--- config.mk ---
export PLATFORM = sky130hd
export DESIGN_NAME = booth_seq_multiplier
export DESIGN_NICKNAME = d
export VERILOG_FILES = /design/src/rtl/booth_seq_multiplier.sv
export SDC_FILE = /design/constraint.sdc
export NUM_CORES = 1
export LEC_CHECK = 0
export CORE_ASPECT_RATIO = 2
export CORE_MARGIN = 2
export CORE_UTILIZATION = 43
export DETAILED_ROUTE_END_ITERATION = 10
export DONT_BUFFER_PORTS = 1
export GPL_ROUTABILITY_DRIVEN = 0
export GPL_TIMING_DRIVEN = 0
export PLACE_DENSITY = 0.54
export SYNTH_ARGS = -nofsm -noshare
export SYNTH_HDL_FRONTEND = slang
export SYNTH_SLANG_ARGS = --single-unit
--- constraint.sdc ---
create_clock -name Clk -period 3.2 [get_ports Clk]
set_input_delay 0.16 -clock Clk [delete_from_list [all_inputs] [get_ports Clk]]
set_output_delay 0.16 -clock Clk [all_outputs]
set_load 0.1 [all_outputs]
--- src/rtl/booth_seq_multiplier.sv ---
// -----------------------------------------------------------------------------
// booth_seq_multiplier
//
// Sequential two's-complement multiplier. The multiplicand S and multiplier B
// are combined by iterative conditional add-and-shift through a WIDTH+1-bit
// sign-extended adder. The final iteration subtracts S, which makes the result
// correct when the multiplier is negative. The product is {Aval,Bval}.
//
// Build option:
//   BOOTH_MULT_FUSED_STEP_EN  when defined, the ADD and SHIFT states merge into
//                             one STEP state (WIDTH busy cycles instead of
//                             2*WIDTH). Products are identical either way.
//
// Ports:
//   Clk      in   system clock, rising edge
//   Reset_n  in   asynchronous active-low reset
//   Load_B   in   level; B <= Din and clear A, X (IDLE only)
//   Run      in   level; start a multiply with S <= Din (IDLE only, wins
//                 over Load_B)
//   Din      in   [WIDTH] operand input
//   Aval     out  [WIDTH] upper product half / accumulator A
//   Bval     out  [WIDTH] lower product half / multiplier B
//   Xval     out  sign-extension bit X
//   Busy     out  high while the multiply is iterating
//   Done     out  high in DONE until Run is released
// -----------------------------------------------------------------------------
module booth_seq_multiplier #(
   parameter int WIDTH = 8
) (
   input  logic             Clk,
   input  logic             Reset_n,
   input  logic             Load_B,
   input  logic             Run,
   input  logic [WIDTH-1:0] Din,
   output logic [WIDTH-1:0] Aval,
   output logic [WIDTH-1:0] Bval,
   output logic             Xval,
   output logic             Busy,
   output logic             Done
);

   // state | meaning
   // IDLE  | accept Load_B / Run
   // ADD   | conditional add (subtract on last step) of S into {X,A}
   // SHIFT | arithmetic right shift of {X,A,B}, advance step counter
   // STEP  | fused build only: add and shift in one cycle
   // DONE  | product valid, wait for Run to drop

   localparam int CW = $clog2(WIDTH);
   localparam logic [CW-1:0] LAST_STEP = CW'(WIDTH - 1);

`ifdef BOOTH_MULT_FUSED_STEP_EN
   typedef enum logic [1:0] {IDLE, STEP, DONE} state_t;
`else
   typedef enum logic [1:0] {IDLE, ADD, SHIFT, DONE} state_t;
`endif

   state_t state_q, state_d;

   logic [WIDTH-1:0] a_q, b_q, s_q;
   logic             x_q;
   logic [CW-1:0]    cnt_q;
   logic             busy_q, done_q;

   logic             last_step;
   logic [WIDTH:0]   a_ext, s_ext, addend, sum;

   assign last_step = (cnt_q == LAST_STEP);
   assign a_ext     = {a_q[WIDTH-1], a_q};
   assign s_ext     = {s_q[WIDTH-1], s_q};
   // The multiplier's sign bit arrives in B[0] on the last step; its weight
   // is negative, so S is subtracted rather than added there.
   assign addend    = last_step ? (~s_ext + (WIDTH+1)'(1)) : s_ext;
   assign sum       = a_ext + addend;

`ifdef BOOTH_MULT_FUSED_STEP_EN
   logic [WIDTH:0] step_val;
   assign step_val = b_q[0] ? sum : {x_q, a_q};
`endif

   always_comb begin
      state_d = state_q;
      case (state_q)
         IDLE: begin
`ifdef BOOTH_MULT_FUSED_STEP_EN
            if (Run) state_d = STEP;
`else
            if (Run) state_d = ADD;
`endif
         end
`ifdef BOOTH_MULT_FUSED_STEP_EN
         STEP:  if (last_step) state_d = DONE;
`else
         ADD:   state_d = SHIFT;
         SHIFT: state_d = last_step ? DONE : ADD;
`endif
         DONE:  if (!Run) state_d = IDLE;
         default: state_d = IDLE;
      endcase
   end

   // Busy/Done are registered from the next state so every output is a flop.
   always_ff @(posedge Clk or negedge Reset_n) begin
      if (!Reset_n) begin
         state_q <= IDLE;
         busy_q  <= 1'b0;
         done_q  <= 1'b0;
      end else begin
         state_q <= state_d;
`ifdef BOOTH_MULT_FUSED_STEP_EN
         busy_q  <= (state_d == STEP);
`else
         busy_q  <= (state_d == ADD) || (state_d == SHIFT);
`endif
         done_q  <= (state_d == DONE);
      end
   end

   always_ff @(posedge Clk or negedge Reset_n) begin
      if (!Reset_n) begin
         a_q   <= '0;
         b_q   <= '0;
         s_q   <= '0;
         x_q   <= 1'b0;
         cnt_q <= '0;
      end else begin
         case (state_q)
            IDLE: begin
               if (Run) begin
                  s_q   <= Din;
                  a_q   <= '0;
                  x_q   <= 1'b0;
                  cnt_q <= '0;
               end else if (Load_B) begin
                  b_q <= Din;
                  a_q <= '0;
                  x_q <= 1'b0;
               end
            end
`ifdef BOOTH_MULT_FUSED_STEP_EN
            STEP: begin
               {x_q, a_q, b_q} <= {step_val[WIDTH], step_val, b_q[WIDTH-1:1]};
               cnt_q           <= cnt_q + 1'b1;
            end
`else
            ADD: begin
               if (b_q[0]) begin
                  x_q <= sum[WIDTH];
                  a_q <= sum[WIDTH-1:0];
               end
            end
            SHIFT: begin
               {x_q, a_q, b_q} <= {x_q, x_q, a_q, b_q[WIDTH-1:1]};
               cnt_q           <= cnt_q + 1'b1;
            end
`endif
            default: ;
         endcase
      end
   end

   assign Aval = a_q;
   assign Bval = b_q;
   assign Xval = x_q;
   assign Busy = busy_q;
   assign Done = done_q;

endmodule

; Yosys cells after proc, flatten, opt, wreduce, memory -nomap -nowiden
; Cells that the tools add are included.
[word_totals]
out_inout_bits = 19
word_cells = 52
input_bits = 12
reg_bits = 32
[op_classes]
mux = 18
addsub = 3
n_bitwise = 1
reduce_logical = 10
eq_ne = 12
[op_table]
columns = operator, count
row1 = 2-to-1 mux 8 bit, 5
row2 = case mux 8 bit (3 select lines), 1
row3 = case mux 8 bit (2 select lines), 1
row4 = "adder 9 x 1 -> 9 bit, second input constant", 1
row5 = adder 9 bit, 1
row6 = 2-to-1 mux 9 bit, 1
row7 = inverter 9 bit, 1
row8 = AND reduction 3 bit, 3
row9 = "== test 2 bit, second input constant", 4
row10 = "!= test 2 bit, second input constant", 4
row11 = case mux 2 bit (4 select lines), 1
row12 = 2-to-1 mux 2 bit, 3
row13 = case mux 3 bit (2 select lines), 1
row14 = "== test 2 x 1 -> 1 bit, second input constant", 2
row15 = AND reduction 2 bit, 2
row16 = nonzero test 2 bit, 2
row17 = "adder 3 x 1 -> 3 bit, second input constant", 1
row18 = "== test 3 bit, second input constant", 1
row19 = 2-to-1 mux 1 bit, 3
row20 = 2-to-1 mux 3 bit, 1
row21 = "!= test 3 bit, second input constant", 1
row22 = nonzero test 3 bit, 1
row23 = logical NOT 2 bit, 1
row24 = case mux 1 bit (2 select lines), 1
row25 = logical OR 1 bit, 1

; Depth between registers and ports, before layout
; Gate-level depths: netlist (run 1).
[depth]
word_depth = 6
depth_mapped = 12
ltp_nobuf = 11

; Worst setup path after synthesis (run 1)
; OpenSTA, ideal clock, no wires.
[synth_timing]
path_type = reg-to-reg
from = register a_q[0], in the netlist Aval[0]
to = register x_q, in the netlist Xval
t_arrival_ns = 2.538
path_slack_ns = 0.566
n_path_buf = 0
path_stages_with_launch = 9
setup_ns = 0.095
required_ns = 3.105
period_less_slack_ns = 2.634
cell_sequence = dfrtp_1 > ha_1 > inv_1 > fa_1 > nand2b_1 > a211oi_1 > o41ai_2 > xnor2_1 > o31ai_1
[synth_via]
elab_chain_len = 3
[synth_lines]
columns = element, line
row1 = from (decl), 60  ; logic [WIDTH-1:0] a_q, b_q, s_q;
row2 = from (signal assigned), 149  ; a_q <= sum[WIDTH-1:0];
row3 = from (signal assigned), 153  ; {x_q, a_q, b_q} <= {x_q, x_q, a_q, b_q[WIDTH-1:1]};
row4 = adder 9 bit, 74  ; assign sum = a_ext + addend;
row5 = 2-to-1 mux 1 bit, 147  ; if (b_q[0]) begin
row6 = case mux 1 bit (2 select lines), 127  ; case (state_q)
row7 = to (signal assigned), 148  ; x_q <= sum[WIDTH];
row8 = to (signal assigned), 153
row9 = to (decl), 61  ; logic x_q;
; Every way passes these cells. The select of a mux whose other input is x is not followed.
; A chain may end at the register's enable or synchronous reset.

; Worst setup path in the final report (run 1)
; Ends and elaborated chain as after synthesis.

==> results of run 1 <==
## what timing repair did
action	in CTS	in global routing
buffers inserted	0	0
endpoints found under the hold margin	32	0
hold buffers	2	0
endpoints found under the setup margin	0	0
## layout by cell type (no fill, tap or decap), drive strengths merged, types with 3 or more instances in the layout
| cell | count |
|---|---|
| dfrtp | 32 |
| inv | 18 |
| ha | 18 |
| nor2 | 14 |
| a21oi | 12 |
| nand2 | 11 |
| xnor2 | 10 |
| o21ai | 10 |
| mux2 | 8 |
| mux2i | 8 |
| clkbuf | 8 |
| buf | 7 |
| o221ai | 6 |
| nand4 | 5 |
| nand2b | 5 |
| o22ai | 5 |
| xor2 | 4 |
| o31ai | 3 |
| a211oi | 3 |
| a21o | 3 |
| nand3 | 3 |
## cell usage after synthesis, types with 3 or more instances
cell type,n
sky130_fd_sc_hd__a211oi_1,3
sky130_fd_sc_hd__a21o_1,3
sky130_fd_sc_hd__a21oi_1,12
sky130_fd_sc_hd__buf_2,3
sky130_fd_sc_hd__dfrtp_1,32
sky130_fd_sc_hd__ha_1,18
sky130_fd_sc_hd__inv_1,18
sky130_fd_sc_hd__mux2_2,8
sky130_fd_sc_hd__mux2i_1,8
sky130_fd_sc_hd__nand2_1,11
sky130_fd_sc_hd__nand2b_1,4
sky130_fd_sc_hd__nand4_1,5
sky130_fd_sc_hd__nor2_1,13
sky130_fd_sc_hd__o21ai_0,10
sky130_fd_sc_hd__o221ai_1,6
sky130_fd_sc_hd__o22ai_1,3
sky130_fd_sc_hd__o31ai_1,3
sky130_fd_sc_hd__xnor2_1,10
sky130_fd_sc_hd__xor2_1,4
## registers in the layout (all words and copies together) (netlist names)
name / count
Bval: 8
Aval: 8
cnt_q: 3
Done: 1
Busy: 1
Xval: 1
state_q: 2
s_q: 8
## worst register-to-register path, delay by kind of cell (launching register included)
| kind | cells | cell delay, ps |
|---|---|---|
| simple gates | 1 | 210 |
| fa+ha+maj | 2 | 720 |
| xor+xnor | 1 | 180 |
| compound gates | 3 | 760 |
| buf+inv | 1 | 60 |
| flops | 1 | 1050 |
## final cells by class
type	count	area, um^2	share of cell area [%]
clock buffer	6	72.6	3.22
sequential	32	801	35.5
inverter	18	67.6	3.00
tap	55	68.8	3.05
buffer	8	52.6	2.33
timing repair buffer	2	30.0	1.33
clock inverter	2	35.0	1.55
multi-input combinational	142	1130	50.0
## how the worst max path moves through the flow
stage / cells past startpoint / endpoint / slack [ps] / start
2_1_floorplan: 8 / Xval$_DFFE_PN0P_ / 570 / Aval[0]$_DFFE_PN0P_
5_1_grt: 8 / Xval$_DFFE_PN0P_ / 40 / Aval[0]$_DFFE_PN0P_
3_3_place_gp: 8 / Xval$_DFFE_PN0P_ / 190 / Aval[0]$_DFFE_PN0P_
6_report: 8 / Xval$_DFFE_PN0P_ / 130 / Aval[0]$_DFFE_PN0P_
3_5_place_dp: 8 / Xval$_DFFE_PN0P_ / 130 / Aval[0]$_DFFE_PN0P_
4_1_cts: 8 / Xval$_DFFE_PN0P_ / 110 / Aval[0]$_DFFE_PN0P_
## through the flow
stage | instance area [um^2] | std cells
2_1_floorplan | 2050 | 200
5_1_grt | 2260 | 265
3_3_place_gp | 2120 | 255
6_report | 2260 | 265
3_5_place_dp | 2120 | 255
4_1_cts | 2260 | 265
## routing by layer
metal	track usage [%]	vias to the layer above	wire length, um
met3	3.54	11	173
met2	37.9	39	2650
met5	0	-	0
li1	-	736	-
met4	7.30	0	107
met1	19.7	745	1630
## cell families (layout without fill, tap and decap cells)
kind of cell	count (synthesis)	in the layout
compound gates	50	50
buf+inv	26	36
flops	32	32
xor+xnor	14	14
mux	16	16
fa+ha+maj	19	19
simple gates	43	43
==> results.txt, run 1 <==
- By area, the combinational part of the netlist is dominated by compound AO/OA/AOI/OAI gates.
* Antenna violations before repair: 0
* CP arrival: 3260 ps
- The die is approximately 53 um wide.
- Classification of the worst-slack hold path: primary input to register
- The number of pins with negative max-slew slack in the final report was 0.
* Startpoint of the worst register-to-register path: Aval[0]$_DFFE_PN0P_
- The critical path goes through ha_1, inv_1, fa_1, nand2b_1, a211oi_1, o41ai_2, xnor2_1, o31ai_1.
- The portion of synthesized area spent on multiplexers is 8.30%.
- The largest single stage delay on the critical path is 1050 ps.
* Clock latency on the worst-skew pair: between 200 and 300 ps
- Hold timing on the final database bottoms out at a slack of 25.7 ps.
* Clock slew at the register clock pins of the worst setup and hold paths: 70 ps
- Across all setup checks in the final design, the least slack found is 126 ps.
* Clock tree from TritonCTS: done
* Net count of the finished layout: between 200 and 250
* Sinks on Clock Net: 32
- In the final routed layout, each cell accounts on average for ~17 um.
* Detailed-router iteration count before antenna repair: 4
* Via count of the first global-routing pass: 1738
- The worst setup path is of the register to register kind.
* Xor/xnor share of the synthesized area: 5.98%
- Top achievable clock speed: 325 MHz
- Final clock skew: about 8.3 ps
- CORE AREA: around 4600 um^2
- Most used DFF post-synth: sky130_fd_sc_hd__dfrtp_1
- The HPWL after detailed placement is approximately 3600 um.
- Counting I/O delays and the setup requirement, the final critical path takes 3070 ps.
- Starting density of the core: ~45%
- Final Cycle Share: 96.1%
* Kind of start point of the critical path: register
- Yosys reg bits: 32
* Final-layout setup total negative slack: 0 ps
- The detailed router finished its first iteration with 32 violations.
* Maximum number of pins on one net before global-route repair: 33
- Utilization after layout: around half
* Top-level I/O count: 31
- For the worst setup path, the data required time is ~3400 ps.
- Summed over all layers, the routed wires come to 4560 um.
- Post-Synthesis Cell Area: between 2000 and 2500 um^2
* Overall routing resource usage: around a fifth
- For this run, asynchronously set or reset flops after synthesis account for between 90% and 100%.
* Clock Path Buffers: 2
- Run status: finished, final reports clean
* Antenna diode count: 0
- Remaining Overflow, GRT: 0
- Summing over every cut layer, the via total after detailed routing is 1531.
* Detailed-route DRC error count: 0
- Count of buffering cells on the critical path with inverters included: 1
* Adder and majority cell fraction of the synthesized area: roughly an eighth
- The share of synthesized area in the top cell type comes to about 40%.
* Final setup violation count: 0
- Number of filler instances in the final layout: 441
- Hold Crit Endpoint: s_q[2]$_DFFE_PN0P_
- The endpoint identified for the worst register-to-register timing path is Xval$_DFFE_PN0P_.
- Total of max-cap violations: 0
- Area delta synth->final: 10.1%
- Number of flops mapped to enable cells by yosys: 0
* Unique masters post-synth: 38
- Die footprint: between 5000 and 6000 um^2
- Once the clock tree was built, the resizer swapped 0 gates to a different size.
* Count of input and output buffers: 0
* Hold Fails Final Rpt: 0
- The initialized floorplan defines 35 standard-cell rows.
* Global-route wire length before repair: 7760 um
* Slew at the pin closest to its max-slew limit: roughly 1100 ps
* Fraction of layout instances using a drive strength above 1: between 10% and 20%
- The detail route stage leaves a number of antenna-violating nets equal to 0.
* R2r worst-path depth: 8
- In the synthesized netlist, the number of instances is 200.
* WHS Path Cells: 1
- Vert. Die Dim: 102 um
- TritonCTS created 5 clock buffers.
- Portion of the post-synthesis area used by sequential elements: between 30% and 40%
- Fraction of the mapped netlist area in simple logic gates: a little under an eighth
- Slack of the worst reg-to-reg path: about 130 ps
* Worst setup slack after placement: ~130 ps
- By area the synthesized netlist is led by sky130_fd_sc_hd__dfrtp_1, sky130_fd_sc_hd__ha_1, sky130_fd_sc_hd__mux2_2.
- Setup repair after global routing left no endpoint under its margin.
- Crit-path leading delay family: flip-flops
* Headroom to the max-slew limit: 28.9%
- The clock tree synthesis step divided the H-tree into 2 levels.
- Synthesized-area fraction occupied by ao, oa, aoi and oai cells: approximately 17%
- Crit-path slowest cell: sky130_fd_sc_hd__dfrtp_1
- In this run the mean area of a mapped cell was 10.2 um^2.
* Syn nets: between 200 and 250
- Number of warnings issued by yosys: 0
- Root Driver: sky130_fd_sc_hd__clkbuf_8
* Worst hold path startpoint: Din[2]
* Max Fanout on Critical Path: 4
- Average vias per placed instance: 5.78
- The worst setup path is captured at a register.
* Cell taking the most area after synthesis: sky130_fd_sc_hd__dfrtp_1
Power of run 1 is not shown: default switching activity piles up to over one toggle a cycle in this logic, so the estimate is an artifact.
==> run 2: changes to the inputs <==
--- a/config.mk
+++ b/config.mk
@@ -13,6 +13,7 @@
 export GPL_ROUTABILITY_DRIVEN = 0
 export GPL_TIMING_DRIVEN = 0
 export PLACE_DENSITY = 0.54
+export RECOVER_POWER = 100
 export SYNTH_ARGS = -nofsm -noshare
 export SYNTH_HDL_FRONTEND = slang
 export SYNTH_SLANG_ARGS = --single-unit
==> results.txt, run 2 (same netlist as run 1, synthesis figures left out) <==
- Clock tree synthesis found a total of 32 sinks.
- The worst setup path is of the register to register kind.
* Critical register-to-register path endpoint: Xval$_DFFE_PN0P_
- Setup slack on the worst reg-to-reg path comes out at ~140 ps.
- Wire length per cell after detailed routing: 17.2 um
- Hold Fails Final Rpt: 0
- Fraction of layout instances using a drive strength above 1: roughly a tenth
* Most common cell after layout, fill and taps aside: sky130_fd_sc_hd__dfrtp_1
- In this run the clock root is driven by a sky130_fd_sc_hd__clkbuf_8.
- Counting the fill cells in the layout gives about 450.
- The checks that failed: max-capacitance violations, max-slew violations.
- Once detailed placement completed, the half-perimeter wirelength came to approximately 3600 um.
* Total of max-cap violations: 1
- The number of pins with negative max-slew slack in the final report is 33.
- The worst hold path begins at Din[2].
* Count of buffering cells on the critical path with inverters included: 1
- The longest clock path from root to sink contains 2 buffers.
- Detailed-router iteration count before antenna repair: 4
- Antenna violations before repair: 0
* Setup Buffers After CTS: 0
- For the pin with the worst max-slew slack, the measured transition is 1740 ps.
* Antenna Violating Nets Remaining: 0
- Top achievable clock speed: roughly 330 MHz
- Wires add up to 4560 um.
* Kind of start point of the critical path: register
- Broken down by cell family, the worst path's largest delay share belongs to flip-flops.
* Crit-path slowest cell: sky130_fd_sc_hd__dfrtp_1
* Remaining Overflow, GRT: 0
- Die footprint: 5370 um^2
- Overall routing resource usage: between 10% and 20%
* Via count of the first global-routing pass: between 1500 and 2000
- CP arrival: around 3200 ps
* WHS Path Cells: 1
- The repair_antennas step left the layout with diodes totalling 0.
- The path with the worst hold slack has its endpoint at s_q[2]$_DFFE_PN0P_.
* Clock tree from TritonCTS: done
- The worst setup path is captured at a register.
* Data required, critical path: about 3400 ps
* Average vias per placed instance: around 5.8
- Maximum level of the CTS H-tree: 2
* Final-layout setup total negative slack: 0 ps
- After clock tree synthesis, the flow added hold-fix buffers numbering 2.
- The net count of the finished layout is 240.
* Global-route wire length before repair: slightly below 8000 um
- Subtracting the final worst setup slack from the clock period gives roughly 3100 ps.
- For this run, design rule violations remaining after detail routing come to 0.
* Startpoint of the worst register-to-register path: Aval[0]$_DFFE_PN0P_
* Clock slew at the register clock pins of the worst setup and hold paths: ~70 ps
* Chip Width: roughly 53 um
- Final setup violation count: 0
- Starting density of the core: roughly 45%
- The top cell types in the final layout, fill and taps aside, are sky130_fd_sc_hd__dfrtp_1, sky130_fd_sc_hd__inv_1, sky130_fd_sc_hd__ha_1.
* Count of routing violations after the opening detailed-route iteration: 29
* Headroom to the max-slew limit: -16.1%
- 31 I/O pins were placed.
- CORE AREA: 4600 um^2
- For this run, the slowest stage of the critical path takes 1040 ps.
- The die is roughly 100 um tall.
* Cells along the critical path: ha_1, inv_1, fa_1, nand2b_1, a211oi_1, o41ai_1, xnor2_1, o31ai_1
- The worst register-to-register path has a depth of 8.
- Max Fanout on Critical Path: 4
- Port buffering added 0 buffers.
- CTS Buf Count: 5
- Entering global routing, the biggest net connects 33 pins.
- Clock latency on the worst-skew pair: 280 ps
- Post-CTS repair changed the size of 0 cells.
- Summing over every cut layer, the via total after detailed routing is approximately 1500.
* Final clock skew: around 9 ps
- Area delta synth->final: 6.96%
* Total number of placement rows: 35
- Setup repair after global routing left no endpoint under its margin.
- The min-delay analysis places its worst path in the category primary input to register.
* Run status: finished, violations left
- Final Cycle Share: a little over nine tenths
run 2: layout make-up:
cell class | count | area [um^2] | share of cell area (%)
clock inverters | 2 | 35.0 | 1.60
multi-input cells | 142 | 1100 | 50.2
repair buffers | 2 | 13.8 | 0.628
plain buffers | 8 | 32.5 | 1.48
clock buffers | 6 | 72.6 | 3.31
flip-flops and latches | 32 | 801 | 36.5
well taps | 55 | 68.8 | 3.14
inverters | 18 | 67.6 | 3.08
run 2: worst max-delay path by stage:
stage	start	endpoint	slack (ps)	cells after the start
global placement	Aval[0]$_DFFE_PN0P_	Xval$_DFFE_PN0P_	190	8
global route	state_q[0]$_DFF_PN0_	Aval[1]$_DFFE_PN0P_	20	10
detailed placement	Aval[0]$_DFFE_PN0P_	Xval$_DFFE_PN0P_	130	8
CTS	Aval[0]$_DFFE_PN0P_	Xval$_DFFE_PN0P_	110	8
floorplan	Aval[0]$_DFFE_PN0P_	Xval$_DFFE_PN0P_	570	8
finish	Aval[0]$_DFFE_PN0P_	Xval$_DFFE_PN0P_	140	8
run 2: worst reg2reg max path, cell delays in order (launching register included):
cell	delay, ps
sky130_fd_sc_hd__dfrtp_1	1040
sky130_fd_sc_hd__ha_1	340
sky130_fd_sc_hd__inv_1	60
sky130_fd_sc_hd__fa_1	380
sky130_fd_sc_hd__nand2b_1	210
sky130_fd_sc_hd__a211oi_1	360
sky130_fd_sc_hd__o41ai_1	160
sky130_fd_sc_hd__xnor2_1	180
sky130_fd_sc_hd__o31ai_1	230
run 2: per-layer routing:
metal,global-route usage [%],part of all wire [%],up-vias
met2,37.9,58,39
met3,3.54,3.8,9
met1,19.7,36,747
met5,0,0,-
li1,-,-,735
met4,7.30,1.9,0
run 2: metrics by stage:
stage          hold WS [ps]  setup slack (ps)  std cells  util [%]  instance area, um^2
6_report               26.3               138        265      47.7                 2190
5_1_grt                22.9              24.1        265      47.7                 2190
4_1_cts                18.1               111        265      49.1                 2260
3_5_place_dp           -135               135        255      46.1                 2120
3_3_place_gp           -135               189        255      46.1                 2120
2_1_floorplan          -136               566        200         -                 2050
Power of run 2 is left out for the same reason.
==> run 3: changes to the inputs <==
--- a/config.mk
+++ b/config.mk
@@ -6,7 +6,6 @@
 export NUM_CORES = 1
 export LEC_CHECK = 0
 export CORE_ASPECT_RATIO = 2
-export CORE_MARGIN = 2
 export CORE_UTILIZATION = 43
 export DETAILED_ROUTE_END_ITERATION = 10
 export DONT_BUFFER_PORTS = 1
==> results.txt, run 3 (same netlist as run 1, synthesis figures left out) <==
- The post-route netlist has a little under an eighth of its cells at a drive strength greater than 1.
* Root Driver: sky130_fd_sc_hd__clkbuf_8
- CTS built an H-tree with a depth of 2.
- For the worst setup path, the data arrival time is 3170 ps.
* Max Fanout on Critical Path: 4
- For the final routed database, the setup TNS stands at 0 ps.
- Walking the worst path, the cells encountered are ha_1, inv_1, fa_1, nand2b_1, a211oi_2, o41ai_2, xnor2_1, o31ai_1.
- Wire length per cell after detailed routing: roughly 18 um
- After detailed routing, the number of remaining DRC violations is 0.
- Net count of the finished layout: 240
- The final reports fail on max-capacitance violations, max-slew violations.
- R2r worst-path depth: 8
- Post-DP HPWL: about 3700 um
- TritonCTS built the clock tree.
- Max-cap violations in this run came to 1.
- Across all layers, the routed design uses 1508 vias.
* Total number of placement rows: 35
- The core region is roughly 4600 um^2.
* Crit-path slowest cell: sky130_fd_sc_hd__dfrtp_1
* Count of input and output buffers: 0
- In the finished design, the share of the clock period the worst path needs comes to between 90% and 100%.
- STA classifies the critical path startpoint as a register.
- Registers take roughly 800 um^2.
- The min-delay analysis places its worst path in the category primary input to register.
- In this run, the number of DRC markers left after iteration 0 of detailed routing was 15.
- The final hold violation count was 0.
- After detailed routing, the number of vias per cell comes to ~5.7.
* Utilization after layout: 47.6%
* Final clock skew: between 6 and 7 ps
* Antenna Violating Nets Remaining: 0
* Final setup violation count: 0
- Sinks on Clock Net: 32
- The number of placed instances, taps included, is 255.
- Top achievable clock speed: 334 MHz
- Most common cell after layout, fill and taps aside: sky130_fd_sc_hd__dfrtp_1
- Setup repair after global routing missed its margin: no
- The first TritonRoute pass finished after 4 iterations.
- The first global-routing pass estimated 7620 um of wire.
* Multi-input logic area: ~1100 um^2
- For this design the top-level I/O count stands at 31.
- The worst pin sits at a relative slew slack of -18.5%.
- The top cell types in the final layout, fill and taps aside, are sky130_fd_sc_hd__dfrtp_1, sky130_fd_sc_hd__inv_1, sky130_fd_sc_hd__ha_1.
* Crit path time final: between 2000 and 3000 ps
- Pins Over Slew Limit: 33
- Clock latency on the worst-skew pair: approximately 280 ps
- Antenna diode count: 0
- Number of filler instances in the final layout: 457
- Area delta synth->final: 6.78%
* Overall routing resource usage: 20.6%
- Setup Buffers After CTS: 0
- No sink is reached through more buffers than the 2 on the longest clock path.
- The initial utilization of the core area, before any placement, comes to about 45%.
* Final wirelength: about 4700 um
* Clock slew at the register clock pins of the worst setup and hold paths: about 70 ps
- The worst path meets setup with 209 ps of slack.
* CTS Buf Count: 5
- Data required, critical path: ~3400 ps
- Counting instances, the worst hold path has a depth of 1.
* Antenna violations before repair: 0
- Before CTS, the worst setup slack after placement is between 60 and 70 ps.
* Peak per-stage delay on the critical path: ~1100 ps
- Slew at the pin closest to its max-slew limit: about 1800 ps
* Number of cells in the finished layout apart from fillers: ~270
- Entering global routing, the biggest net connects 33 pins.
- Remaining Overflow, GRT: 0
* Die footprint: just over 5000 um^2
* Run status: finished, violations left
- Vert. Die Dim: 99.6 um
- By startpoint and endpoint, the worst setup path is classified as register to register.
* Via count of the first global-routing pass: around 1600
- Crit. End Element: register
- From left edge to right edge, the die measures 50.8 um.
[run 3: cell count changes in the layout (fill, tap and decap cells not counted), sizes merged]
cell / previous run / this run
bufinv: 1 / 0
clkinvlp: 0 / 1
[run 3: worst max-delay path, delay by kind of cell (launching register included)]
| kind | cells | cell delay, ps |
|---|---|---|
| simple gates | 1 | 230 |
| flops | 1 | 1050 |
| compound gates | 3 | 650 |
| buf+inv | 1 | 70 |
| fa+ha+maj | 2 | 740 |
| xor+xnor | 1 | 160 |
[run 3: path summary, 6_finish.rpt]
path	start	to	slack, ps
max	Aval[0]$_DFFE_PN0P_	Xval$_DFFE_PN0P_	210
min	Din[3]	s_q[3]$_DFFE_PN0P_	20
max reg2reg	Aval[0]$_DFFE_PN0P_	Xval$_DFFE_PN0P_	210
min reg2reg	cnt_q[0]$_DFFE_PN0P_	cnt_q[0]$_DFFE_PN0P_	520
max in group asynchronous	Reset_n	Busy$_DFF_PN0_	1260
min in group asynchronous	Reset_n	Aval[7]$_DFFE_PN0P_	920
[run 3: layout make-up]
cell class              count  area share, %
clock inverters             2          0.743
clock buffers               6           3.32
plain buffers               8           1.49
multi-input cells         142           51.0
repair buffers              2          0.629
inverters                  18           3.09
well taps                  55           3.14
flip-flops and latches     32           36.6
[run 3: metrics by stage]
step	instance area [um^2]	hold slack, ps
CTS	2240	10.4
global route	2190	7.02
global placement	2120	-135
detailed placement	2120	-135
finish	2190	21.5
floorplan	2050	-136
[run 3: repair_timing]
item | CTS | global route
hold buffers | 2 | 0
endpoints found under the setup margin | 0 | 1
resized for setup | 0 | 2
hold endpoints to repair | 32 | 0
[run 3: metal layers]
layer,wire (um),GRT usage (%)
met2,2820,40.4
met3,142,4.43
met1,1650,20.1
met5,0,0
met4,68,7.05
Power of run 3 is left out for the same reason.
